==> src/rtl/clk_div_ctrl.sv <==
// -----------------------------------------------------------------------------
// clk_div_ctrl
//
// Programmable, run-time reconfigurable clock-divider controller. A divide
// counter runs from 0 up to cur_max; each time it reaches cur_max a half-period
// boundary occurs, o_tick pulses and o_sclk toggles. Runs are continuous or a
// burst of a fixed number of ticks, and can be stopped at the next boundary.
// New divide values arrive over a valid/ready handshake. While running they are
// held pending and take effect only on a boundary, so o_sclk never glitches.
//
// Ports:
//   i_clk         system clock, rising edge
//   i_rst_n       asynchronous active-low reset
//   i_cfg_valid   new divide value offered on i_cfg_max
//   o_cfg_ready   controller can accept i_cfg_max (registered)
//   i_cfg_max     half-period minus one, in i_clk cycles
//   i_start       single-cycle start request (IDLE only)
//   i_stop        single-cycle stop request (RUN only)
//   i_burst_len   ticks to run, 0 = continuous; sampled with i_start
//   o_sclk        divided clock (registered)
//   o_tick        one-cycle pulse on every o_sclk half-period boundary
//   o_busy        controller is not IDLE
//   o_done        one-cycle pulse when a burst or a stop completes
// -----------------------------------------------------------------------------
module clk_div_ctrl #(
    parameter int          CNT_W   = 32,
    parameter int          BURST_W = 16,
    parameter int unsigned DEF_MAX = 32'd1000000
) (
    input  logic               i_clk,
    input  logic               i_rst_n,
    input  logic               i_cfg_valid,
    output logic               o_cfg_ready,
    input  logic [CNT_W-1:0]   i_cfg_max,
    input  logic               i_start,
    input  logic               i_stop,
    input  logic [BURST_W-1:0] i_burst_len,
    output logic               o_sclk,
    output logic               o_tick,
    output logic               o_busy,
    output logic               o_done
);

    localparam logic [CNT_W-1:0]   CNT_ZERO  = {CNT_W{1'b0}};
    localparam logic [CNT_W-1:0]   CNT_ONE   = {{(CNT_W-1){1'b0}}, 1'b1};
    localparam logic [BURST_W-1:0] BCNT_ZERO = {BURST_W{1'b0}};
    localparam logic [BURST_W-1:0] BCNT_ONE  = {{(BURST_W-1){1'b0}}, 1'b1};
    localparam logic [CNT_W-1:0]   DEF_MAX_C = CNT_W'(DEF_MAX);

    typedef enum logic [1:0] {
        ST_IDLE     = 2'd0,
        ST_RUN      = 2'd1,
        ST_STOPPING = 2'd2
    } state_t;

    state_t               r_state;
    logic [CNT_W-1:0]     r_cnt;
    logic [BURST_W-1:0]   r_bcnt;
    logic [CNT_W-1:0]     r_cur_max;
    logic [CNT_W-1:0]     r_pend;
    logic                 r_pend_v;
    logic                 r_sclk;
    logic                 r_tick;
    logic                 r_done;
    logic                 r_busy;
    logic                 r_cfg_ready;

    state_t               w_state_nxt;
    logic [CNT_W-1:0]     w_cnt_nxt;
    logic [BURST_W-1:0]   w_bcnt_nxt;
    logic [CNT_W-1:0]     w_cur_max_nxt;
    logic [CNT_W-1:0]     w_pend_nxt;
    logic                 w_pend_v_nxt;
    logic                 w_sclk_nxt;
    logic                 w_tick_nxt;
    logic                 w_done_nxt;
    logic                 w_xfer;
    logic                 w_boundary;
    logic                 w_run_end;

    // A transfer needs the registered ready; ready is only ever low while a
    // value is pending, so a transfer and an unapplied pending value never
    // coexist.
    assign w_xfer     = i_cfg_valid & r_cfg_ready;
    assign w_boundary = (r_cnt == r_cur_max);
    // Run ends on this boundary if a stop is pending or the burst count expires.
    assign w_run_end  = w_boundary &&
                        ((r_state == ST_STOPPING) || (r_bcnt == BCNT_ONE));

    // Next-state, counter, burst, configuration and output decode.
    always_comb begin
        w_state_nxt   = r_state;
        w_cnt_nxt     = r_cnt;
        w_bcnt_nxt    = r_bcnt;
        w_cur_max_nxt = r_cur_max;
        w_pend_nxt    = r_pend;
        w_pend_v_nxt  = r_pend_v;
        w_sclk_nxt    = r_sclk;
        w_tick_nxt    = 1'b0;
        w_done_nxt    = 1'b0;

        case (r_state)
            ST_IDLE: begin
                w_cnt_nxt    = CNT_ZERO;
                w_sclk_nxt   = 1'b0;
                w_pend_v_nxt = 1'b0;
                // The IDLE-side write lands before the run starts, so a write
                // together with start is used by that run.
                if (w_xfer) begin
                    w_cur_max_nxt = i_cfg_max;
                end else begin
                    w_cur_max_nxt = r_cur_max;
                end
                // Stop dominates a simultaneous start.
                if (i_start && !i_stop) begin
                    w_state_nxt = ST_RUN;
                    w_bcnt_nxt  = i_burst_len;
                end else begin
                    w_state_nxt = ST_IDLE;
                end
            end

            ST_RUN, ST_STOPPING: begin
                if (w_boundary) begin
                    w_cnt_nxt  = CNT_ZERO;
                    w_tick_nxt = 1'b1;
                    if (r_bcnt != BCNT_ZERO) begin
                        w_bcnt_nxt = r_bcnt - BCNT_ONE;
                    end else begin
                        w_bcnt_nxt = BCNT_ZERO;
                    end
                    // A pending value is applied here; a value accepted on this
                    // same edge waits for the following boundary.
                    if (r_pend_v) begin
                        w_cur_max_nxt = r_pend;
                        w_pend_v_nxt  = 1'b0;
                    end else if (w_xfer) begin
                        w_pend_nxt   = i_cfg_max;
                        w_pend_v_nxt = 1'b1;
                    end else begin
                        w_pend_v_nxt = 1'b0;
                    end

                    if (w_run_end) begin
                        w_state_nxt = ST_IDLE;
                        w_sclk_nxt  = 1'b0;
                        w_done_nxt  = 1'b1;
                        w_bcnt_nxt  = BCNT_ZERO;
                        // Anything accepted on the exit edge goes straight in.
                        if (w_xfer) begin
                            w_cur_max_nxt = i_cfg_max;
                        end else begin
                            w_cur_max_nxt = (r_pend_v) ? r_pend : r_cur_max;
                        end
                        w_pend_v_nxt = 1'b0;
                    end else begin
                        w_sclk_nxt = ~r_sclk;
                        if ((r_state == ST_RUN) && i_stop) begin
                            w_state_nxt = ST_STOPPING;
                        end else begin
                            w_state_nxt = r_state;
                        end
                    end
                end else begin
                    w_cnt_nxt = r_cnt + CNT_ONE;
                    if (w_xfer) begin
                        w_pend_nxt   = i_cfg_max;
                        w_pend_v_nxt = 1'b1;
                    end else begin
                        w_pend_v_nxt = r_pend_v;
                    end
                    if ((r_state == ST_RUN) && i_stop) begin
                        w_state_nxt = ST_STOPPING;
                    end else begin
                        w_state_nxt = r_state;
                    end
                end
            end

            default: begin
                w_state_nxt  = ST_IDLE;
                w_cnt_nxt    = CNT_ZERO;
                w_bcnt_nxt   = BCNT_ZERO;
                w_pend_v_nxt = 1'b0;
                w_sclk_nxt   = 1'b0;
            end
        endcase
    end

    // State, datapath and registered-output update.
    always_ff @(posedge i_clk or negedge i_rst_n) begin
        if (!i_rst_n) begin
            r_state     <= ST_IDLE;
            r_cnt       <= CNT_ZERO;
            r_bcnt      <= BCNT_ZERO;
            r_cur_max   <= DEF_MAX_C;
            r_pend      <= CNT_ZERO;
            r_pend_v    <= 1'b0;
            r_sclk      <= 1'b0;
            r_tick      <= 1'b0;
            r_done      <= 1'b0;
            r_busy      <= 1'b0;
            r_cfg_ready <= 1'b1;
        end else begin
            r_state     <= w_state_nxt;
            r_cnt       <= w_cnt_nxt;
            r_bcnt      <= w_bcnt_nxt;
            r_cur_max   <= w_cur_max_nxt;
            r_pend      <= w_pend_nxt;
            r_pend_v    <= w_pend_v_nxt;
            r_sclk      <= w_sclk_nxt;
            r_tick      <= w_tick_nxt;
            r_done      <= w_done_nxt;
            r_busy      <= (w_state_nxt != ST_IDLE);
            r_cfg_ready <= ~w_pend_v_nxt;
        end
    end

    assign o_sclk      = r_sclk;
    assign o_tick      = r_tick;
    assign o_done      = r_done;
    assign o_busy      = r_busy;
    assign o_cfg_ready = r_cfg_ready;

endmodule

==> config.mk <==
export PLATFORM = sky130hd
export DESIGN_NAME = clk_div_ctrl
export DESIGN_NICKNAME = d
export VERILOG_FILES = /design/src/rtl/clk_div_ctrl.sv
export SDC_FILE = /design/constraint.sdc
export NUM_CORES = 1
export LEC_CHECK = 0
export ABC_AREA = 1
export CORE_MARGIN = 4
export CORE_UTILIZATION = 50
export DETAILED_ROUTE_END_ITERATION = 8
export HOLD_SLACK_MARGIN = 0.02
export PLACE_DENSITY = 0.7
export SLEW_MARGIN = 20
export SYNTH_ARGS = -nofsm -noshare
export SYNTH_HDL_FRONTEND = slang
export SYNTH_SLANG_ARGS = --single-unit
==> constraint.sdc <==
create_clock -name i_clk -period 2.7 [get_ports i_clk]
set_clock_uncertainty 0.2 [all_clocks]
set_input_delay 0.54 -clock i_clk [delete_from_list [all_inputs] [get_ports i_clk]]
set_output_delay 0.54 -clock i_clk [all_outputs]
set_load 0.05 [all_outputs]
==> qor.yml <==
cp_common_cell: "nand2_1"
globalplace.congestion: 0.936
core_um2: 13800
hold_class: "flop to flop"
first_pass_iters: 5
path_clk_slew_ns: 0.05
maxSlewHeadroom_pct: 59.3
htreeDepth: 4
syn_nets: 994
tns_ns: 0
yosysSeqAreaShare_pct: 42.7
yosysWarnings: 0
grt_usage_pct: 23.1
dp_slack_ns: 0.165
synth_area_um2: 7050
n_fill_cell: 1235
critPathMaxFanout: 13
die_x_um: 127
cts_tree: "yes"
rows: 43
rsz0062_at_grt: "no"
leakage_nw: 3.96
root_buffer: "clkbuf_16"
power_density_nw_per_um2: 930
wl_met1_um: 8460
crit_chain: "xnor2_1 > nand2_1 > nor2_1 > nand2_1 > nor2_2 > nand2_4 > nand2_8 > inv_4 > nor2_8 > buf_4 > nand3_1 > nand2_1"
vias_per_cell: 5.25
ant_nets: 0
final_util_pct: 61.0
placed_area_um2: 7750
hold_viol_final: 0
grt_antenna_before_repair: 0
start_util_pct: 51.0
reg2reg_slack_ns: 0.20
drv_cap: 0
layout_commonest_cell: "nand2_1"
slowest_delay_ns: 0.46
dp_hpwl_um: 12400
n_antenna_cell: 0
syn_area_per_cell_um2: 7.56
critical_path.top_delay_family: "simple AND/OR/NAND/NOR gates"
cp.arrival_ns: 2.66
worst_pin_slew_ns: 0.603
period_minus_slack_ns: 2.50
grt_pass1_vias: 6005
ys_seq_elements: 120
routed_wl_um: 17800
drc_errors: 0
hold_slack_ns: 0.282
grt_pass1_wl_um: 29900
vias: 6212
netlist_instances: 933
highest_layer: "met4"
start_kind: "flop"
yosys.cell_types.count: 34
end_kind: "flop"
irDropWorstVdd_mv: 0.680
die_area_um2: 16100
run_status: "finished clean"
post_drt_wl_per_cell_um: 15.0
crit_slowest_cell: "dfrtp_1"
drtIter0Drc: 483
met2_length_um: 7920
portBuffers: 57
clkLatencyLatePin_ns: 0.42
fmax_mhz: 400
cts_made_buffers: 17
stdcell_count: 1183
fin_total_pwr_mw: 7.84
final_cell_mix: "nand2_1 (275), nand3_1 (121), dfrtp_1 (111), inv_1 (95), nor2_1 (80)"
synthToLayoutAreaGrowth_pct: 19.5
drv_slew: 0
nNetsFinal: 1051
final_cell_area_um2: 8430
dr_wl_met3_um: 992
period_share_pct: 92.6
post_route_cells_drive_above_1_share_pct: 7.58
path_class: "flop to flop"
setup_ws_ns: 0.200
io_pins: 58
clockBufferDepth: 2
grt_max_degree: 71
cp_data_required_time_ns: 2.86
cp_num_buf_inv: 2
setup_viol: 0
dp_cells: 1145
die_h_um: 127
cts_sinks: 120
grt-ovfl-total: 0
## area by class of cell
cell class / instances / area, um2 / area share [%]
Clock buffer: 23 / 478 / 5.67
Clock inverter: 9 / 145 / 1.72
Inverter: 100 / 383 / 4.54
Multi-Input combinational cell: 676 / 3430 / 40.7
Sequential cell: 120 / 3010 / 35.8
Tap cell: 180 / 225 / 2.67
Timing Repair Buffer: 75 / 756 / 8.96
## state kept, by name, indices dropped and copies added, names as in the netlist
register     cells
o_busy           1
o_cfg_ready      1
o_done           1
o_sclk           1
o_tick           1
r_bcnt          16
r_cnt           32
r_cur_max       32
r_pend          32
r_pend_v         1
r_state          2
## synthesized netlist by cell type
| cell | n | share of area, % |
|---|---|---|
| nand2_1 | 275 | 15 |
| nand3_1 | 121 | 8.6 |
| dfrtp_1 | 112 | 40 |
| inv_1 | 95 | 5.1 |
| nor2_1 | 80 | 4.3 |
| o21ai_0 | 48 | 3.4 |
| xnor2_1 | 30 | 3.7 |
| mux2i_1 | 22 | 3.1 |
| a21oi_1 | 20 | 1.4 |
| xor2_1 | 20 | 2.5 |
| clkbuf_1 | 17 | 0.90 |
| nor3_1 | 14 | 0.99 |
| buf_6 | 10 | 1.6 |
| dfstp_2 | 8 | 3.0 |
| ha_1 | 8 | 1.4 |
| nand4_1 | 8 | 0.71 |
| buf_2 | 7 | 0.50 |
| nor4_1 | 7 | 0.62 |
| buf_4 | 4 | 0.43 |
| inv_2 | 3 | 0.16 |
| nor2_2 | 3 | 0.27 |
| o21a_1 | 3 | 0.32 |
| a31oi_1 | 2 | 0.18 |
| inv_4 | 2 | 0.18 |
| nand2_4 | 2 | 0.32 |
| nand3_2 | 2 | 0.28 |
| nor2_8 | 2 | 0.57 |
| nor3_2 | 2 | 0.28 |
| a22o_1 | 1 | 0.12 |
| nand2_2 | 1 | 0.089 |
| nand2_8 | 1 | 0.28 |
| nand3b_1 | 1 | 0.11 |
| nor2_4 | 1 | 0.16 |
| nor3b_1 | 1 | 0.11 |
## metal layers
| metal | global-route usage [%] | vias up |
|---|---|---|
| met4 | 8.26 | 0 |
| li1 | - | 3091 |
| met2 | 34.7 | 164 |
| met1 | 33.0 | 2930 |
| met3 | 5.14 | 27 |
| met5 | 0 | - |
## worst paths after layout
path | cells past startpoint | start | end
min in group asynchronous | 2 | i_rst_n | r_pend[4]
setup reg to reg | 12 | r_cnt[4] | r_cur_max[6]
hold / removal | 2 | r_cur_max[9] | r_cur_max[9]
hold reg to reg | 2 | r_cur_max[9] | r_cur_max[9]
setup / recovery | 12 | r_cnt[4] | r_cur_max[6]
max in group asynchronous | 3 | i_rst_n | r_cur_max[19]
## logic make-up after synthesis
kind of cell	synth area share, %
flip-flops	42.7
buffers and inverters	8.82
adder cells (fa/ha/maj)	1.42
AO/OA/AOI/OAI	5.45
XOR/XNOR	6.21
AND/OR/NAND/NOR	32.3
multiplexers	3.12
## power by group
part	switching (mW)	leakage (nW)	total, mW	internal (mW)
registers	0.585	1.52	3.03	2.45
clock network	0.795	0.311	2.40	1.61
logic	1.39	2.12	2.40	1.02
total	2.77	3.96	7.84	5.07
## tightest hold or removal path, stage by stage, from the launching register on
cell and delay [ns]:
dfstp_2 0.37, nand2_1 0.06, nand2_1 0.05
## timing repair
item,in CTS,in global routing
hold buffers,1,0
endpoints found under the setup margin,0,32
endpoints found under the hold margin,24,0
resized for setup,0,1
buffers inserted,0,4
No activity file was read; power rests on OpenSTA's default activity.
